## config.mk

```make
export PLATFORM = sky130hd
export DESIGN_NAME = imuldiv_muldiv_issue_unit
export DESIGN_NICKNAME = d
export VERILOG_FILES = /design/src/rtl/imuldiv_muldiv_issue_unit_pkg.sv /design/src/rtl/imuldiv_muldiv_issue_unit_result_sel.sv /design/src/rtl/imuldiv_muldiv_issue_unit.sv
export SDC_FILE = /design/constraint.sdc
export NUM_CORES = 1
export LEC_CHECK = 0
export CAP_MARGIN = 20
export CORE_MARGIN = 10
export CORE_UTILIZATION = 43
export CTS_CLUSTER_DIAMETER = 100
export DETAILED_ROUTE_END_ITERATION = 8
export PLACE_DENSITY = 0.86
export SYNTH_ARGS = -nofsm -noshare
export SYNTH_HDL_FRONTEND = slang
export SYNTH_SLANG_ARGS = --single-unit
export TNS_END_PERCENT = 1
```

## constraint.sdc

```tcl
create_clock -name clk -period 4.5 [get_ports clk]
set_clock_uncertainty 0.2 [all_clocks]
set_input_delay 0.9 -clock clk [delete_from_list [all_inputs] [get_ports clk]]
set_output_delay 0.9 -clock clk [all_outputs]
set_load 0.005 [all_outputs]
```

## src/rtl/imuldiv_muldiv_issue_unit_pkg.sv

```systemverilog
// rtl/imuldiv_muldiv_issue_unit_pkg.sv - shared mul/div request-message header
//
// Purpose: function-code constants for the mul/div request message, the
//          issue-unit FSM state encoding, and small fn decode helpers.
// Ports:   none (package).
package imuldiv_muldiv_issue_unit_pkg;

  localparam logic [2:0] MD_FN_MUL  = 3'd0;
  localparam logic [2:0] MD_FN_DIV  = 3'd1;
  localparam logic [2:0] MD_FN_DIVU = 3'd2;
  localparam logic [2:0] MD_FN_REM  = 3'd3;
  localparam logic [2:0] MD_FN_REMU = 3'd4;

  typedef enum logic [1:0] {
    ST_IDLE = 2'd0,
    ST_REQ  = 2'd1,
    ST_WAIT = 2'd2,
    ST_WB   = 2'd3
  } issue_state_t;

  // Codes 5..7 have no operation behind them.
  function automatic logic fn_is_legal(input logic [2:0] fn);
    return (fn <= MD_FN_REMU);
  endfunction

  // Remainder ops return the upper word of the 64-bit response.
  function automatic logic fn_is_rem(input logic [2:0] fn);
    return (fn == MD_FN_REM) || (fn == MD_FN_REMU);
  endfunction

endpackage

```

## src/rtl/imuldiv_muldiv_issue_unit_result_sel.sv

```systemverilog
// rtl/imuldiv_muldiv_issue_unit_result_sel.sv - 32-bit result word select
//
// Purpose: pick the architectural 32-bit word out of the 64-bit mul/div
//          response according to the function code.
// Ports:   fn     in  3   captured function code
//          result in  64  response; [31:0] quotient/product, [63:32] remainder
//          word   out 32  selected word
module imuldiv_issue_result_sel
  import imuldiv_muldiv_issue_unit_pkg::*;
(
  input  logic [2:0]  fn,
  input  logic [63:0] result,
  output logic [31:0] word
);

  assign word = fn_is_rem(fn) ? result[63:32] : result[31:0];

endmodule

```

## src/rtl/imuldiv_muldiv_issue_unit.sv

```systemverilog
// rtl/imuldiv_muldiv_issue_unit.sv - requester-side issue controller for the mul/div unit
//
// Purpose: accept one tagged command, issue it over the val/rdy request
//          channel, collect the 64-bit response and write back the selected
//          32-bit word. One operation in flight at a time.
// Ports:   clk, reset_n                 clock, async active-low reset
//          cmd_val/rdy/fn/a/b/tag       command from execute
//          muldivreq_val/rdy/msg_*      request to the mul/div unit (registered)
//          muldivresp_val/rdy/msg_result response from the mul/div unit
//          wb_val/rdy/data/tag/err      writeback (registered)
//          perf_ops, perf_busy          only with IMULDIV_ISSUE_PERF_EN defined
module imuldiv_muldiv_issue_unit
  import imuldiv_muldiv_issue_unit_pkg::*;
(
  input  logic        clk,
  input  logic        reset_n,
  input  logic        cmd_val,
  output logic        cmd_rdy,
  input  logic [2:0]  cmd_fn,
  input  logic [31:0] cmd_a,
  input  logic [31:0] cmd_b,
  input  logic [4:0]  cmd_tag,
  output logic        muldivreq_val,
  input  logic        muldivreq_rdy,
  output logic [2:0]  muldivreq_msg_fn,
  output logic [31:0] muldivreq_msg_a,
  output logic [31:0] muldivreq_msg_b,
  input  logic        muldivresp_val,
  output logic        muldivresp_rdy,
  input  logic [63:0] muldivresp_msg_result,
  output logic        wb_val,
  input  logic        wb_rdy,
  output logic [31:0] wb_data,
  output logic [4:0]  wb_tag,
  output logic        wb_err
`ifdef IMULDIV_ISSUE_PERF_EN
  ,
  output logic [31:0] perf_ops,
  output logic [31:0] perf_busy
`endif
);

  issue_state_t state, state_nxt;

  logic [2:0]  fn_q;
  logic [31:0] a_q;
  logic [31:0] b_q;
  logic [4:0]  tag_q;
  logic [31:0] wb_data_q;
  logic        wb_err_q;
  logic [31:0] sel_word;

  logic cmd_fire;
  logic resp_fire;
  logic wb_fire;

  assign cmd_fire  = cmd_val && cmd_rdy;
  assign resp_fire = muldivresp_val && muldivresp_rdy;
  assign wb_fire   = wb_val && wb_rdy;

  imuldiv_issue_result_sel u_result_sel (
    .fn     (fn_q),
    .result (muldivresp_msg_result),
    .word   (sel_word)
  );

  always_ff @(posedge clk or negedge reset_n) begin
    if (!reset_n) begin
      state <= ST_IDLE;
    end else begin
      state <= state_nxt;
    end
  end

  always_comb begin
    state_nxt      = state;
    cmd_rdy        = 1'b0;
    muldivreq_val  = 1'b0;
    muldivresp_rdy = 1'b0;
    wb_val         = 1'b0;
    case (state)
      ST_IDLE: begin
        cmd_rdy = 1'b1;
        if (cmd_val) begin
          // Illegal codes skip the unit entirely and report through wb_err.
          state_nxt = fn_is_legal(cmd_fn) ? ST_REQ : ST_WB;
        end
      end
      ST_REQ: begin
        muldivreq_val = 1'b1;
        if (muldivreq_rdy) state_nxt = ST_WAIT;
      end
      ST_WAIT: begin
        muldivresp_rdy = 1'b1;
        if (muldivresp_val) state_nxt = ST_WB;
      end
      ST_WB: begin
        wb_val = 1'b1;
        if (wb_rdy) state_nxt = ST_IDLE;
      end
      default: state_nxt = ST_IDLE;
    endcase
  end

  always_ff @(posedge clk or negedge reset_n) begin
    if (!reset_n) begin
      fn_q      <= 3'd0;
      a_q       <= 32'd0;
      b_q       <= 32'd0;
      tag_q     <= 5'd0;
      wb_data_q <= 32'd0;
      wb_err_q  <= 1'b0;
    end else begin
      if (cmd_fire) begin
        fn_q  <= cmd_fn;
        a_q   <= cmd_a;
        b_q   <= cmd_b;
        tag_q <= cmd_tag;
        if (!fn_is_legal(cmd_fn)) begin
          wb_data_q <= 32'd0;
          wb_err_q  <= 1'b1;
        end
      end
      if (resp_fire) begin
        wb_data_q <= sel_word;
        wb_err_q  <= 1'b0;
      end
    end
  end

  assign muldivreq_msg_fn = fn_q;
  assign muldivreq_msg_a  = a_q;
  assign muldivreq_msg_b  = b_q;
  assign wb_data          = wb_data_q;
  assign wb_tag           = tag_q;
  assign wb_err           = wb_err_q;

`ifdef IMULDIV_ISSUE_PERF_EN
  always_ff @(posedge clk or negedge reset_n) begin
    if (!reset_n) begin
      perf_ops  <= 32'd0;
      perf_busy <= 32'd0;
    end else begin
      if (wb_fire)          perf_ops  <= perf_ops + 32'd1;
      if (state != ST_IDLE) perf_busy <= perf_busy + 32'd1;
    end
  end
`else
  logic unused_wb_fire;
  assign unused_wb_fire = wb_fire;
`endif

endmodule

```

== Word level (Yosys, flattened, before mapping) ==
Cells that the tools add are included.

* Reductions and logical operators: 7
* Equality and inequality tests: 10
* Multiplexer cells: 17
* $lt $le $gt $ge: 1

{| class="wikitable"
|+ Operators with widths
! operator !! number
|-
| $mux 32 || 4
|-
| $mux 2 || 5
|-
| $ne 2x2->1 const B || 5
|-
| $pmux 2 s4 || 1
|-
| $mux 1 || 7
|-
| $eq 2x2->1 const B || 2
|-
| $reduce_and 4->1 || 1
|-
| $eq 3x2->1 const B || 1
|-
| $eq 3x3->1 const B || 1
|-
| $le 3x3->1 const B || 1
|-
| $eq 2x1->1 const B || 1
|-
| $logic_and 1x1->1 || 2
|-
| $logic_not 2->1 || 1
|-
| $reduce_and 2->1 || 1
|-
| $reduce_bool 2->1 || 1
|-
| $logic_or 1x1->1 || 1
|}

* Bits of input ports: 142
* Output and inout bits: 109
* Register bits after elaboration: 107

== Longest topological paths before layout ==
Gate-level depths: netlist of run 1.

* Word-level depth: 5
* Depth in mapped cells: 7
* Mapped depth without buffers: 5

== Hierarchy ==
A second synthesis of run 1 with hierarchy kept.

* Cells, all modules: 468
* Area, all modules: 5,424.0 sq um

{| class="wikitable"
|+ Modules (own cells, without submodules)
! module !! cells an instance !! area each (sq um) !! times used
|-
| imuldiv_muldiv_issue_unit || 316 || 4,205.3 || 1
|-
| imuldiv_issue_result_sel || 152 || 1,218.7 || 1
|}

== Worst setup path after synthesis of run 1 ==
Ideal clock, no wire load.

* Path kind: input -> register
* From: input muldivresp_val
* To: register state[1]
* Arrival: 1,711 ps
* Stages: 3
* Path buffers: 0
* Path slack: 2,465 ps
* Path through: nor2b_1 -> a2111oi_2 -> mux2_2

* Cells in the longest elaborated chain, start to end: 2

{| class="wikitable"
|+ RTL lines
! what !! line !! RTL
|-
| from (decl) || imuldiv_muldiv_issue_unit.sv:28 || <nowiki>input logic muldivresp_val,</nowiki>
|-
| $ne 2x2->1 (no source line) || n/a ||
|-
| $reduce_and 4->1 (no source line) || n/a ||
|-
| to (signal assigned) || imuldiv_muldiv_issue_unit.sv:71 || <nowiki>state <= state_nxt;</nowiki>
|-
| to (decl) || imuldiv_muldiv_issue_unit.sv:43 || <nowiki>issue_state_t state, state_nxt;</nowiki>
|}

No other way between the ends.
A chain may end at the register's enable or synchronous reset.

== Worst setup path in the final report of run 1 ==
* From: register state[0]
* To: output cmd_rdy

* Cells in the longest elaborated chain, start to end: 2

{| class="wikitable"
|+ RTL lines
! what !! line !! RTL
|-
| $logic_not 2->1 || imuldiv_muldiv_issue_unit.sv:81 || <nowiki>case (state)</nowiki>
|-
| $mux 1 || imuldiv_muldiv_issue_unit.sv:81 ||
|-
| to (decl) || imuldiv_muldiv_issue_unit.sv:18 || <nowiki>output logic cmd_rdy,</nowiki>
|}

No other way between the ends.

==> run_summary.xml, run 1 <==
<?xml version="1.0" encoding="UTF-8"?>
<metrics>
  <group name="synthesis">
    <metric name="synth-simple-area-share" unit="">0.114</metric>
    <metric name="yosysWarningCount" unit="">0</metric>
    <metric name="yosys_most_used_dff" unit="">dfrtp_1</metric>
    <metric name="synth.mux.area_fraction" unit="">0.176</metric>
    <metric name="mappedNetlistNets" unit="">512</metric>
    <metric name="synth_top_area_share" unit="">0.567</metric>
    <metric name="synthesized_area_fraction_occupied_by_xor_and_xnor_cells" unit="">0</metric>
    <metric name="synth_area_per_cell" unit="µm²">12.9</metric>
    <metric name="fraction_of_synthesis_flops_using_an_asynchronous_set_or_reset_pin" unit="">1.00</metric>
    <metric name="synth_compound_gate_area_share" unit="">0.0915</metric>
    <metric name="synthAdderAreaFrac" unit="">0.0133</metric>
    <metric name="netlist-cell-type-count" unit="">22</metric>
    <metric name="netlist_instances" unit="">365</metric>
    <metric name="dominant_combinational_cell_family_by_area_after_synthesis" unit="">multiplexers</metric>
    <metric name="post-synth-top-count-cell" unit="">dfrtp_1</metric>
    <metric name="synthDominantAreaCellType" unit="">dfrtp_1</metric>
    <metric name="synth.yosys.seq_area_share" unit="">0.567</metric>
    <metric name="yosys-top-cells-count" unit="">107 x dfrtp_1, 73 x mux2_2, 34 x nand2_1</metric>
    <metric name="synth_edf_count" unit="">0</metric>
    <metric name="yosys-top-cells-area" unit="">dfrtp_1 57%, mux2_2 17%, o211ai_2 8.0%</metric>
    <metric name="netlist_area" unit="µm²">4720</metric>
    <metric name="synth.ff_latch_count" unit="">107</metric>
  </group>
  <group name="floorplan">
    <metric name="horizontal_die_dimension" unit="µm">125</metric>
    <metric name="die_height" unit="µm">125</metric>
    <metric name="initial_core_util" unit="">0.437</metric>
    <metric name="io_pins" unit="">251</metric>
    <metric name="die_area" unit="µm²">15600</metric>
    <metric name="rows" unit="">38</metric>
    <metric name="fp.coreArea" unit="µm²">10800</metric>
  </group>
  <group name="placed_design">
    <metric name="dpl_worst_slack" unit="ns">1.45</metric>
    <metric name="dp_hpwl" unit="mm">11.9</metric>
    <metric name="port-buffer-count" unit="">250</metric>
    <metric name="gp_congestion" unit="">0.837</metric>
  </group>
  <group name="grt">
    <metric name="grt_most_used_layer" unit="">met2</metric>
    <metric name="gr-total-overflow" unit="">0</metric>
    <metric name="first_pass_grt_wire_length" unit="mm">25.1</metric>
    <metric name="pin_count_of_the_biggest_net_entering_global_routing" unit="">91</metric>
    <metric name="grtUsageTotal" unit="">0.199</metric>
    <metric name="first_global_vias" unit="">4465</metric>
    <metric name="number_of_antenna_violations_at_the_first_check_in_global_routing" unit="">0</metric>
    <metric name="grt_use_met1" unit="">0.215</metric>
    <metric name="met3_usage" unit="">0.0843</metric>
    <metric name="grtUsageMet2" unit="">0.342</metric>
  </group>
  <group name="layout">
    <metric name="layout-drive-gt1-share" unit="">0.217</metric>
    <metric name="area_growth" unit="%">60.0</metric>
    <metric name="register_area" unit="µm²">2680</metric>
    <metric name="finalNetCount" unit="">750</metric>
    <metric name="multi_input_comb_area" unit="µm²">1880</metric>
    <metric name="insertedDiodeCount" unit="">0</metric>
    <metric name="final.fill_count" unit="">795</metric>
  </group>
  <group name="clocking">
    <metric name="clkLatencyLatePin" unit="ns">0.35</metric>
    <metric name="clkSinkCount" unit="">107</metric>
    <metric name="cts_inserted_buffers" unit="">9</metric>
    <metric name="clock_path_buffers" unit="">2</metric>
    <metric name="cts_post_setup_buffers_inserted" unit="">0</metric>
    <metric name="cts_tree" unit="">done</metric>
    <metric name="cts_htree_levels" unit="">3</metric>
    <metric name="cts_resized" unit="">0</metric>
    <metric name="cts-root-buf" unit="">clkbuf_8</metric>
    <metric name="clkTransAtPathRegs" unit="ns">0.10</metric>
    <metric name="post_cts_hold_buffer_count" unit="">0</metric>
  </group>
  <group name="power_and_ir_drop">
    <metric name="powerDensity" unit="nW/µm²">614</metric>
    <metric name="power.static_leakage" unit="nW">3.11</metric>
    <metric name="ir_drop" unit="mV">0.396</metric>
  </group>
  <group name="setup_path">
    <metric name="timing.reg2reg.setup_slack" unit="ns">2.07</metric>
    <metric name="timing.rr.end" unit="">muldivreq_msg_a[28]</metric>
    <metric name="timing.critical_path.arrival" unit="ns">1.80</metric>
    <metric name="crit_path_class" unit="">flip-flop to primary output</metric>
    <metric name="cp_max_fo" unit="">7</metric>
    <metric name="startpoint_type" unit="">flip-flop</metric>
    <metric name="required" unit="ns">3.40</metric>
    <metric name="reg2reg_depth" unit="">5</metric>
    <metric name="setup.worst_path.end_class" unit="">primary output</metric>
    <metric name="worst_r2r_startpoint" unit="">state[1]</metric>
  </group>
  <group name="outcome">
    <metric name="outcome" unit="">finished, final reports clean</metric>
  </group>
  <group name="timing">
    <metric name="period_share" unit="">0.643</metric>
    <metric name="final_sum_of_negative_setup_slack" unit="ns">0</metric>
    <metric name="slew_headroom" unit="">0.355</metric>
    <metric name="hold_viol" unit="">0</metric>
    <metric name="rsz0062_at_grt" unit="">false</metric>
    <metric name="slew_violations" unit="">0</metric>
    <metric name="max_clock_freq" unit="GHz">0.345</metric>
    <metric name="max_slew.worst_pin.slew" unit="ns">0.967</metric>
    <metric name="final.setup.worst_slack" unit="ns">1.60</metric>
    <metric name="period_minus_slack" unit="ns">2.90</metric>
    <metric name="final-setup-viol-count" unit="">0</metric>
  </group>
  <group name="detailed_routing">
    <metric name="route.antenna.remaining_nets" unit="">0</metric>
    <metric name="detail_route.first_pass.iterations" unit="">5</metric>
    <metric name="dr_total_vias" unit="">3985</metric>
    <metric name="viasPerCell" unit="">5.33</metric>
    <metric name="drt_iter0_drc" unit="">298</metric>
    <metric name="routed_wire_length_per_instance" unit="µm">21.4</metric>
    <metric name="wirelength" unit="mm">16.0</metric>
    <metric name="drc_errors" unit="">0</metric>
  </group>
  <group name="hold_path">
    <metric name="timing.hold.worst.class" unit="">primary input to asynchronous set/reset pin</metric>
  </group>
  <group name="job">
    <metric name="maxCapViolations" unit="">0</metric>
  </group>
</metrics>
worst max-delay path: stages (launching register included):
cell and delay, ns:
dfrtp_1 0.41, inv_1 0.13, ha_1 0.34, clkdlybuf4s50_1 0.57
cell type report:
cell class                      instances  share of cell area
Sequential cell                       107               0.355
Timing Repair Buffer                  258               0.348
Multi-Input combinational cell        222               0.249
Tap cell                              140              0.0232
Clock buffer                           11              0.0187
Clock inverter                          5             0.00497
Inverter                                5             0.00249
registers in the layout, summed over array words and instances, names as in the netlist:
register and cells:
muldivreq_msg_a 32, muldivreq_msg_b 32, muldivreq_msg_fn 3, state 2
wb_data 32, wb_err 1, wb_tag 5
kinds of logic after synthesis:
group                      after synthesis
DFF                                    107
adders and majority gates                5
AOI/OAI and AO/OA                       37
muxes                                   74
and+or+nand+nor                        106
buffers and inverters                   36
where the power goes:
| part | total (mW) | internal, mW | switching, mW |
|---|---|---|---|
| clock | 0.545 | 0.219 | 0.326 |
| combinational | 2.41 | 1.44 | 0.965 |
| sequential | 1.68 | 1.43 | 0.253 |
placed cells by master, fill, tap and decap left out, drive strengths merged, types with 6 or more instances in the layout:
| cell type | count |
|---|---|
| inv | 6 |
| o211ai | 33 |
| nand2 | 34 |
| buf | 9 |
| nand4 | 32 |
| nand3 | 32 |
| dfrtp | 107 |
| clkbuf | 11 |
| clkdlybuf4s50 | 249 |
| mux2 | 73 |
worst max path at each step:
| stage | cells after the start | from | endpoint |
|---|---|---|---|
| 2_1_floorplan | 3 | muldivresp_val | state[1] |
| 3_3_place_gp | 4 | cmd_val | muldivreq_msg_a[0] |
| 3_5_place_dp | 4 | muldivresp_val | wb_data[19] |
| 4_1_cts | 3 | state[0] | cmd_rdy |
| 5_1_grt | 3 | state[0] | cmd_rdy |
| 6_report | 3 | state[0] | cmd_rdy |
per-layer routing:
layer / vias to the layer above / wire, µm
li1: 1801 / -
met1: 1977 / 5980
met2: 187 / 8040
met3: 20 / 1690
met4: 0 / 331
met5: - / 0
metrics by stage:
step / util / hold slack (ns) / instance area [µm²] / power [mW] / std cells
3_5_place_dp: 0.676 / 0.293 / 7300 / 4.10 / 729
5_1_grt: 0.700 / 0.320 / 7550 / 4.93 / 748
6_report: 0.700 / 0.306 / 7550 / 4.64 / 748
3_3_place_gp: 0.676 / 0.287 / 7300 / 4.00 / 729
4_1_cts: 0.693 / 0.316 / 7480 / 4.66 / 745
2_1_floorplan: - / 0.304 / 4720 / 2.73 / 365
Note: power is estimated with default switching activity, not from simulation.
==> run 2, diff against run 1 <==
--- a/config.mk
+++ b/config.mk
@@ -7,10 +7,10 @@
 export LEC_CHECK = 0
 export CAP_MARGIN = 20
 export CORE_MARGIN = 10
-export CORE_UTILIZATION = 43
+export CORE_UTILIZATION = 36
 export CTS_CLUSTER_DIAMETER = 100
 export DETAILED_ROUTE_END_ITERATION = 8
-export PLACE_DENSITY = 0.86
+export PLACE_DENSITY = 0.77
 export SYNTH_ARGS = -nofsm -noshare
 export SYNTH_HDL_FRONTEND = slang
 export SYNTH_SLANG_ARGS = --single-unit
==> constraint.sdc (replaced) <==
create_clock -name clk -period 2.5 [get_ports clk]
set_clock_uncertainty 0.2 [all_clocks]
set_input_delay 0.5 -clock clk [delete_from_list [all_inputs] [get_ports clk]]
set_output_delay 0.5 -clock clk [all_outputs]
set_load 0.005 [all_outputs]
==> run 2 against run 1 <==
Against the previous run: critical endpoint unchanged; cell area rose by 2.0%; critical path type unchanged; first-iteration DRC count shrank 64%; non-clock buffer count up 4; combinational power up 80%; worst setup slack got worse by 1.5 ns; via count is 2.1% lower.
==> run_summary.xml, run 2 (same netlist as run 1, synthesis figures left out) <==
<?xml version="1.0" encoding="UTF-8"?>
<metrics>
  <group name="floorplan">
    <metric name="fp.coreArea" unit="µm²">12700</metric>
    <metric name="initial_core_util" unit="">0.371</metric>
    <metric name="die_height" unit="µm">135</metric>
    <metric name="die_area" unit="µm²">18100</metric>
    <metric name="io_pins" unit="">251</metric>
    <metric name="rows" unit="">41</metric>
    <metric name="horizontal_die_dimension" unit="µm">135</metric>
  </group>
  <group name="setup_path">
    <metric name="slowest_delay" unit="ns">0.56</metric>
    <metric name="cp_max_fo" unit="">7</metric>
    <metric name="crit_path_class" unit="">flip-flop to primary output</metric>
    <metric name="timing.reg2reg.setup_slack" unit="ns">0.50</metric>
    <metric name="timing.rr.end" unit="">state[1]</metric>
    <metric name="reg2reg_depth" unit="">5</metric>
    <metric name="setup.worst_path.end_class" unit="">primary output</metric>
    <metric name="timing.critical_path.max_delay_family" unit="">buffers and inverters</metric>
    <metric name="startpoint_type" unit="">flip-flop</metric>
    <metric name="critPathBufInv" unit="">2</metric>
    <metric name="critical_path.slowest_cell" unit="">clkdlybuf4s50_1</metric>
    <metric name="worst_r2r_startpoint" unit="">state[0]</metric>
    <metric name="required" unit="ns">1.80</metric>
    <metric name="timing.critical_path.arrival" unit="ns">1.69</metric>
    <metric name="timing.critical_path.from" unit="">state[0]</metric>
    <metric name="critical_path.cell_chain" unit="">inv_1, ha_2, clkdlybuf4s50_1</metric>
  </group>
  <group name="layout">
    <metric name="finalNetCount" unit="">754</metric>
    <metric name="layout-drive-gt1-share" unit="">0.221</metric>
    <metric name="insertedDiodeCount" unit="">0</metric>
    <metric name="commonest_non_fill_non_tap_cell_in_the_layout" unit="">clkdlybuf4s50_1</metric>
    <metric name="final.fill_count" unit="">1043</metric>
    <metric name="mostFrequentLayoutCells" unit="">249 x clkdlybuf4s50_1, 107 x dfrtp_1, 73 x mux2_2, 33 x nand2_1</metric>
    <metric name="area_growth" unit="%">63.1</metric>
    <metric name="register_area" unit="µm²">2680</metric>
    <metric name="layoutNonFillerInstCount" unit="">783</metric>
    <metric name="multi_input_comb_area" unit="µm²">1880</metric>
  </group>
  <group name="detailed_routing">
    <metric name="viasPerCell" unit="">4.98</metric>
    <metric name="drc_errors" unit="">0</metric>
    <metric name="routed_wire_length_per_instance" unit="µm">20.2</metric>
    <metric name="detail_route.first_pass.iterations" unit="">4</metric>
    <metric name="wirelength" unit="mm">15.8</metric>
    <metric name="route.antenna.remaining_nets" unit="">0</metric>
    <metric name="dr_total_vias" unit="">3903</metric>
    <metric name="drt_iter0_drc" unit="">108</metric>
  </group>
  <group name="clocking">
    <metric name="clock_path_buffers" unit="">2</metric>
    <metric name="clkLatencyLatePin" unit="ns">0.34</metric>
    <metric name="cts_post_setup_buffers_inserted" unit="">0</metric>
    <metric name="cts_inserted_buffers" unit="">9</metric>
    <metric name="clkSinkCount" unit="">107</metric>
    <metric name="cts_tree" unit="">done</metric>
    <metric name="cts_htree_levels" unit="">3</metric>
    <metric name="cts-root-buf" unit="">clkbuf_16</metric>
    <metric name="clkTransAtPathRegs" unit="ns">0.07</metric>
  </group>
  <group name="grt">
    <metric name="gr-total-overflow" unit="">0</metric>
    <metric name="grtUsageTotal" unit="">0.172</metric>
    <metric name="first_global_vias" unit="">4371</metric>
    <metric name="first_pass_grt_wire_length" unit="mm">24.7</metric>
    <metric name="number_of_antenna_violations_at_the_first_check_in_global_routing" unit="">0</metric>
    <metric name="pin_count_of_the_biggest_net_entering_global_routing" unit="">66</metric>
  </group>
  <group name="power_and_ir_drop">
    <metric name="power_switching_share" unit="">0.324</metric>
    <metric name="internal_power_contribution" unit="mW">5.85</metric>
    <metric name="seqPwrFrac" unit="">0.348</metric>
    <metric name="power.static_leakage" unit="nW">3.15</metric>
    <metric name="combinationalPowerShare" unit="">0.500</metric>
    <metric name="p_switching" unit="mW">2.80</metric>
    <metric name="powerDensity" unit="nW/µm²">1120</metric>
    <metric name="clkPwrFrac" unit="">0.151</metric>
    <metric name="ir_drop" unit="mV">0.717</metric>
  </group>
  <group name="timing">
    <metric name="hold_viol" unit="">0</metric>
    <metric name="period_minus_slack" unit="ns">2.39</metric>
    <metric name="max_clock_freq" unit="GHz">0.418</metric>
    <metric name="final.setup.worst_slack" unit="ns">0.107</metric>
    <metric name="slew_headroom" unit="">0.352</metric>
    <metric name="final-setup-viol-count" unit="">0</metric>
    <metric name="final_sum_of_negative_setup_slack" unit="ns">0</metric>
    <metric name="rsz0062_at_grt" unit="">false</metric>
    <metric name="max_slew.worst_pin.slew" unit="ns">0.972</metric>
    <metric name="period_share" unit="">0.957</metric>
    <metric name="slew_violations" unit="">0</metric>
  </group>
  <group name="hold_path">
    <metric name="timing.hold.worst.class" unit="">flip-flop to flip-flop</metric>
    <metric name="worst_hold_path.endpoint" unit="">muldivreq_msg_a[22]</metric>
    <metric name="timing.hold.worst_path_depth" unit="">1</metric>
    <metric name="hold_start" unit="">muldivreq_msg_a[22]</metric>
  </group>
  <group name="placed_design">
    <metric name="dp_hpwl" unit="mm">12.3</metric>
    <metric name="placedCellCount" unit="">767</metric>
    <metric name="port-buffer-count" unit="">250</metric>
    <metric name="dpl_worst_slack" unit="ns">0.274</metric>
    <metric name="gp_congestion" unit="">0.801</metric>
  </group>
  <group name="job">
    <metric name="maxCapViolations" unit="">0</metric>
  </group>
  <group name="outcome">
    <metric name="outcome" unit="">finished, final reports clean</metric>
  </group>
</metrics>
[run 2: cell count changes in the layout (fill, tap and decap cells not counted), sizes merged]
cell         previous run  this run
buf                     9        12
clkinv                  2         1
clkbuf                 11        10
inv                     6         7
dlygate4sd3             0         1
[run 2: final cells by class]
cell class | count | share of cell area
Clock inverter | 5 | 0.00487
Clock buffer | 10 | 0.0297
Tap cell | 172 | 0.0279
Timing Repair Buffer | 262 | 0.343
Inverter | 5 | 0.00244
Multi-Input combinational cell | 222 | 0.244
Sequential cell | 107 | 0.348
[run 2: routing by layer]
metal	vias to the layer above	wire length, µm	GRT usage
met5	-	0	0
met4	0	167	0.0453
met3	15	2410	0.111
met2	191	7380	0.273
met1	1890	5860	0.187
li1	1807	-	-
[run 2: power by group through the flow]
stage / combinational, mW / sequential [mW] / clock, mW
3_5_place_dp: 4.40 / 3.05 / 0
5_1_grt: 4.70 / 3.12 / 1.43
2_1_floorplan: 1.84 / 3.07 / 0
6_report: 4.33 / 3.02 / 1.31
4_1_cts: 4.43 / 3.02 / 1.35
3_3_place_gp: 4.32 / 2.99 / 0
[run 2: worst reg2reg max path, stage by stage, from the launching register on]
cell,delay [ns]
dfrtp_1,0.37
inv_1,0.10
ha_1,0.24
nor2b_1,0.14
a2111oi_2,0.45
mux2_2,0.38
[run 2: worst max path at each step]
stage	end	slack, ns	cells past startpoint
floorplan	state[1]	0.63	5
global placement	state[1]	0.29	4
detailed placement	state[1]	0.27	4
CTS	cmd_rdy	0.01	3
global route	cmd_rdy	0.02	3
finish	cmd_rdy	0.11	3
[run 2: timing repair]
item,in CTS,in global routing
endpoints found under the setup margin,0,1
gates resized for setup,0,1
endpoints found under the hold margin,6,0
hold buffers,1,0
[run 2: per-stage QoR]
step	utilization	power (mW)	hold slack [ns]	area, µm²
after detailed placement	0.583	7.45	0.140	7420
after global routing	0.605	9.26	0.328	7700
final	0.605	8.66	0.305	7700
after floorplan	-	4.91	0.00441	4720
after global placement	0.583	7.31	0.139	7420
after CTS	0.605	8.81	0.308	7700
==> run 3, diff against run 2 <==
--- a/config.mk
+++ b/config.mk
@@ -5,12 +5,13 @@
 export SDC_FILE = /design/constraint.sdc
 export NUM_CORES = 1
 export LEC_CHECK = 0
+export ABC_CLOCK_PERIOD_IN_PS = 2900
 export CAP_MARGIN = 20
 export CORE_MARGIN = 10
-export CORE_UTILIZATION = 36
+export CORE_UTILIZATION = 43
 export CTS_CLUSTER_DIAMETER = 100
 export DETAILED_ROUTE_END_ITERATION = 8
-export PLACE_DENSITY = 0.77
+export PLACE_DENSITY = 0.86
 export SYNTH_ARGS = -nofsm -noshare
 export SYNTH_HDL_FRONTEND = slang
 export SYNTH_SLANG_ARGS = --single-unit
==> constraint.sdc (replaced) <==
create_clock -name clk -period 2.9 [get_ports clk]
set_clock_uncertainty 0.2 [all_clocks]
set_input_delay 0.58 -clock clk [delete_from_list [all_inputs] [get_ports clk]]
set_output_delay 0.58 -clock clk [all_outputs]
set_load 0.005 [all_outputs]
==> run 3 against run 2 <==
Against the previous run: routed wire length shrank 0.32%; register-to-register slack gained 0.39 ns; combinational power shrank 15%; clock power shrank 35%; cell count shrank 4.6%; global-route usage grew 2.6 points; total power shrank 17%; clock-buffer cell count grew 1.
==> run_summary.xml, run 3 (same netlist as run 1, synthesis figures left out) <==
<?xml version="1.0" encoding="UTF-8"?>
<metrics>
  <group name="clocking">
    <metric name="cts_tree" unit="">done</metric>
    <metric name="post_cts_hold_buffer_count" unit="">1</metric>
    <metric name="clkSinkCount" unit="">107</metric>
    <metric name="cts-root-buf" unit="">clkbuf_8</metric>
    <metric name="cts_inserted_buffers" unit="">9</metric>
    <metric name="clock_path_buffers" unit="">2</metric>
    <metric name="clkLatencyLatePin" unit="ns">0.37</metric>
    <metric name="cts_resized" unit="">0</metric>
    <metric name="clkTransAtPathRegs" unit="ns">0.10</metric>
    <metric name="cts_htree_levels" unit="">3</metric>
    <metric name="cts_post_setup_buffers_inserted" unit="">0</metric>
  </group>
  <group name="timing">
    <metric name="final_sum_of_negative_setup_slack" unit="ns">0</metric>
    <metric name="rsz0062_at_grt" unit="">false</metric>
    <metric name="final-setup-viol-count" unit="">0</metric>
    <metric name="hold_viol" unit="">0</metric>
    <metric name="slew_violations" unit="">0</metric>
    <metric name="period_share" unit="">0.894</metric>
    <metric name="slew_headroom" unit="">0.352</metric>
    <metric name="max_slew.worst_pin.slew" unit="ns">0.972</metric>
    <metric name="max_clock_freq" unit="GHz">0.386</metric>
    <metric name="period_minus_slack" unit="ns">2.59</metric>
  </group>
  <group name="floorplan">
    <metric name="die_height" unit="µm">125</metric>
    <metric name="io_pins" unit="">251</metric>
    <metric name="fp.coreArea" unit="µm²">10800</metric>
    <metric name="rows" unit="">38</metric>
    <metric name="die_area" unit="µm²">15600</metric>
    <metric name="horizontal_die_dimension" unit="µm">125</metric>
    <metric name="initial_core_util" unit="">0.437</metric>
  </group>
  <group name="detailed_routing">
    <metric name="drc_errors" unit="">0</metric>
    <metric name="drt_iter0_drc" unit="">191</metric>
    <metric name="wirelength" unit="mm">15.8</metric>
    <metric name="dr_total_vias" unit="">3956</metric>
    <metric name="viasPerCell" unit="">5.30</metric>
    <metric name="detail_route.first_pass.iterations" unit="">4</metric>
    <metric name="route.antenna.remaining_nets" unit="">0</metric>
    <metric name="routed_wire_length_per_instance" unit="µm">21.1</metric>
  </group>
  <group name="layout">
    <metric name="layout-drive-gt1-share" unit="">0.216</metric>
    <metric name="commonest_non_fill_non_tap_cell_in_the_layout" unit="">clkdlybuf4s50_1</metric>
    <metric name="mostFrequentLayoutCells" unit="">249 x clkdlybuf4s50_1, 107 x dfrtp_1, 73 x mux2_2, 33 x nand2_1</metric>
    <metric name="insertedDiodeCount" unit="">0</metric>
    <metric name="finalNetCount" unit="">751</metric>
    <metric name="area_growth" unit="%">59.6</metric>
    <metric name="final_core_utilization" unit="">0.698</metric>
  </group>
  <group name="power_and_ir_drop">
    <metric name="seqPwrFrac" unit="">0.364</metric>
    <metric name="ir_drop" unit="mV">0.756</metric>
    <metric name="clkPwrFrac" unit="">0.119</metric>
    <metric name="power.static_leakage" unit="nW">3.10</metric>
    <metric name="combinationalPowerShare" unit="">0.518</metric>
    <metric name="internal_power_contribution" unit="mW">4.79</metric>
    <metric name="p_switching" unit="mW">2.35</metric>
    <metric name="power_switching_share" unit="">0.329</metric>
    <metric name="powerDensity" unit="nW/µm²">949</metric>
  </group>
  <group name="grt">
    <metric name="pin_count_of_the_biggest_net_entering_global_routing" unit="">73</metric>
    <metric name="met3_usage" unit="">0.0847</metric>
    <metric name="first_global_vias" unit="">4278</metric>
    <metric name="grtUsageMet2" unit="">0.332</metric>
    <metric name="number_of_antenna_violations_at_the_first_check_in_global_routing" unit="">0</metric>
    <metric name="first_pass_grt_wire_length" unit="mm">24.6</metric>
    <metric name="grt_most_used_layer" unit="">met2</metric>
    <metric name="gr-total-overflow" unit="">0</metric>
    <metric name="grtUsageTotal" unit="">0.198</metric>
    <metric name="grt_use_met1" unit="">0.220</metric>
  </group>
  <group name="setup_path">
    <metric name="setup.worst_path.end_class" unit="">primary output</metric>
    <metric name="required" unit="ns">2.12</metric>
    <metric name="crit_path_class" unit="">flip-flop to primary output</metric>
    <metric name="timing.critical_path.max_delay_family" unit="">buffers and inverters</metric>
    <metric name="timing.critical_path.arrival" unit="ns">1.81</metric>
    <metric name="critPathBufInv" unit="">2</metric>
    <metric name="slowest_delay" unit="ns">0.57</metric>
    <metric name="worst_r2r_startpoint" unit="">state[0]</metric>
    <metric name="timing.critical_path.from" unit="">state[0]</metric>
    <metric name="startpoint_type" unit="">flip-flop</metric>
    <metric name="critical_path.cell_chain" unit="">inv_1, ha_1, clkdlybuf4s50_1</metric>
    <metric name="critical_path.slowest_cell" unit="">clkdlybuf4s50_1</metric>
    <metric name="cp_max_fo" unit="">7</metric>
  </group>
  <group name="job">
    <metric name="maxCapViolations" unit="">0</metric>
  </group>
  <group name="outcome">
    <metric name="outcome" unit="">finished, final reports clean</metric>
  </group>
  <group name="placed_design">
    <metric name="gp_congestion" unit="">0.843</metric>
    <metric name="port-buffer-count" unit="">250</metric>
    <metric name="dp_hpwl" unit="mm">11.8</metric>
  </group>
  <group name="hold_path">
    <metric name="hold_start" unit="">muldivreq_msg_a[31]</metric>
    <metric name="timing.hold.worst.class" unit="">flip-flop to flip-flop</metric>
  </group>
</metrics>
==> run 3: layer usage <==
layer  up-vias  wire [µm]
met3        17       1780
met2       179       7950
met5         -          0
met1      1958       5750
li1       1802          -
met4         0        289
==> run 3: per-stage QoR <==
| stage | std cells | power [mW] | setup WS, ns | instance area, µm² | hold slack (ns) |
|---|---|---|---|---|---|
| after CTS | 747 | 7.25 | 0.267 | 7530 | 0.316 |
| after floorplan | 365 | 4.23 | 1.03 | 4720 | 0.0844 |
| after global routing | 747 | 7.60 | 0.198 | 7530 | 0.324 |
| final | 747 | 7.15 | 0.307 | 7530 | 0.312 |
| after detailed placement | 732 | 6.37 | 0.597 | 7350 | 0.292 |
| after global placement | 732 | 6.22 | 0.639 | 7350 | 0.287 |
==> run 3: worst paths after layout <==
check	end	cells after the start	slack, ns
worst max-delay path	cmd_rdy	3	0.31
worst min register to register	muldivreq_msg_a[31]	1	0.31
worst max register to register	state[1]	5	0.89
min in group asynchronous	wb_data[0]	2	0.52
worst min-delay path	muldivreq_msg_a[31]	1	0.31
max in group asynchronous	wb_data[24]	3	1.30
==> run 3: worst reg2reg max path: stages, from the launching register on <==
cell and delay [ns]:
dfrtp_1 0.39, inv_1 0.10, ha_1 0.24, nor2b_1 0.15, a2111oi_2 0.43, mux2_2 0.39
==> run 3: layout make-up <==
class	instances	area, µm²
well taps	140	175
repair buffers	259	2610
flip-flops and latches	107	2680
clock inverters	3	25.0
clock buffers	11	151
fillers	767	3260
inverters	5	18.8
multi-input cells	222	1880
==> run 3: power by group through the flow <==
| stage | logic (mW) | registers [mW] | clock network (mW) |
|---|---|---|---|
| 2_1_floorplan | 1.59 | 2.65 | 0 |
| 3_3_place_gp | 3.65 | 2.57 | 0 |
| 3_5_place_dp | 3.75 | 2.63 | 0 |
| 4_1_cts | 3.77 | 2.60 | 0.883 |
| 5_1_grt | 3.97 | 2.69 | 0.939 |
| 6_report | 3.70 | 2.60 | 0.848 |
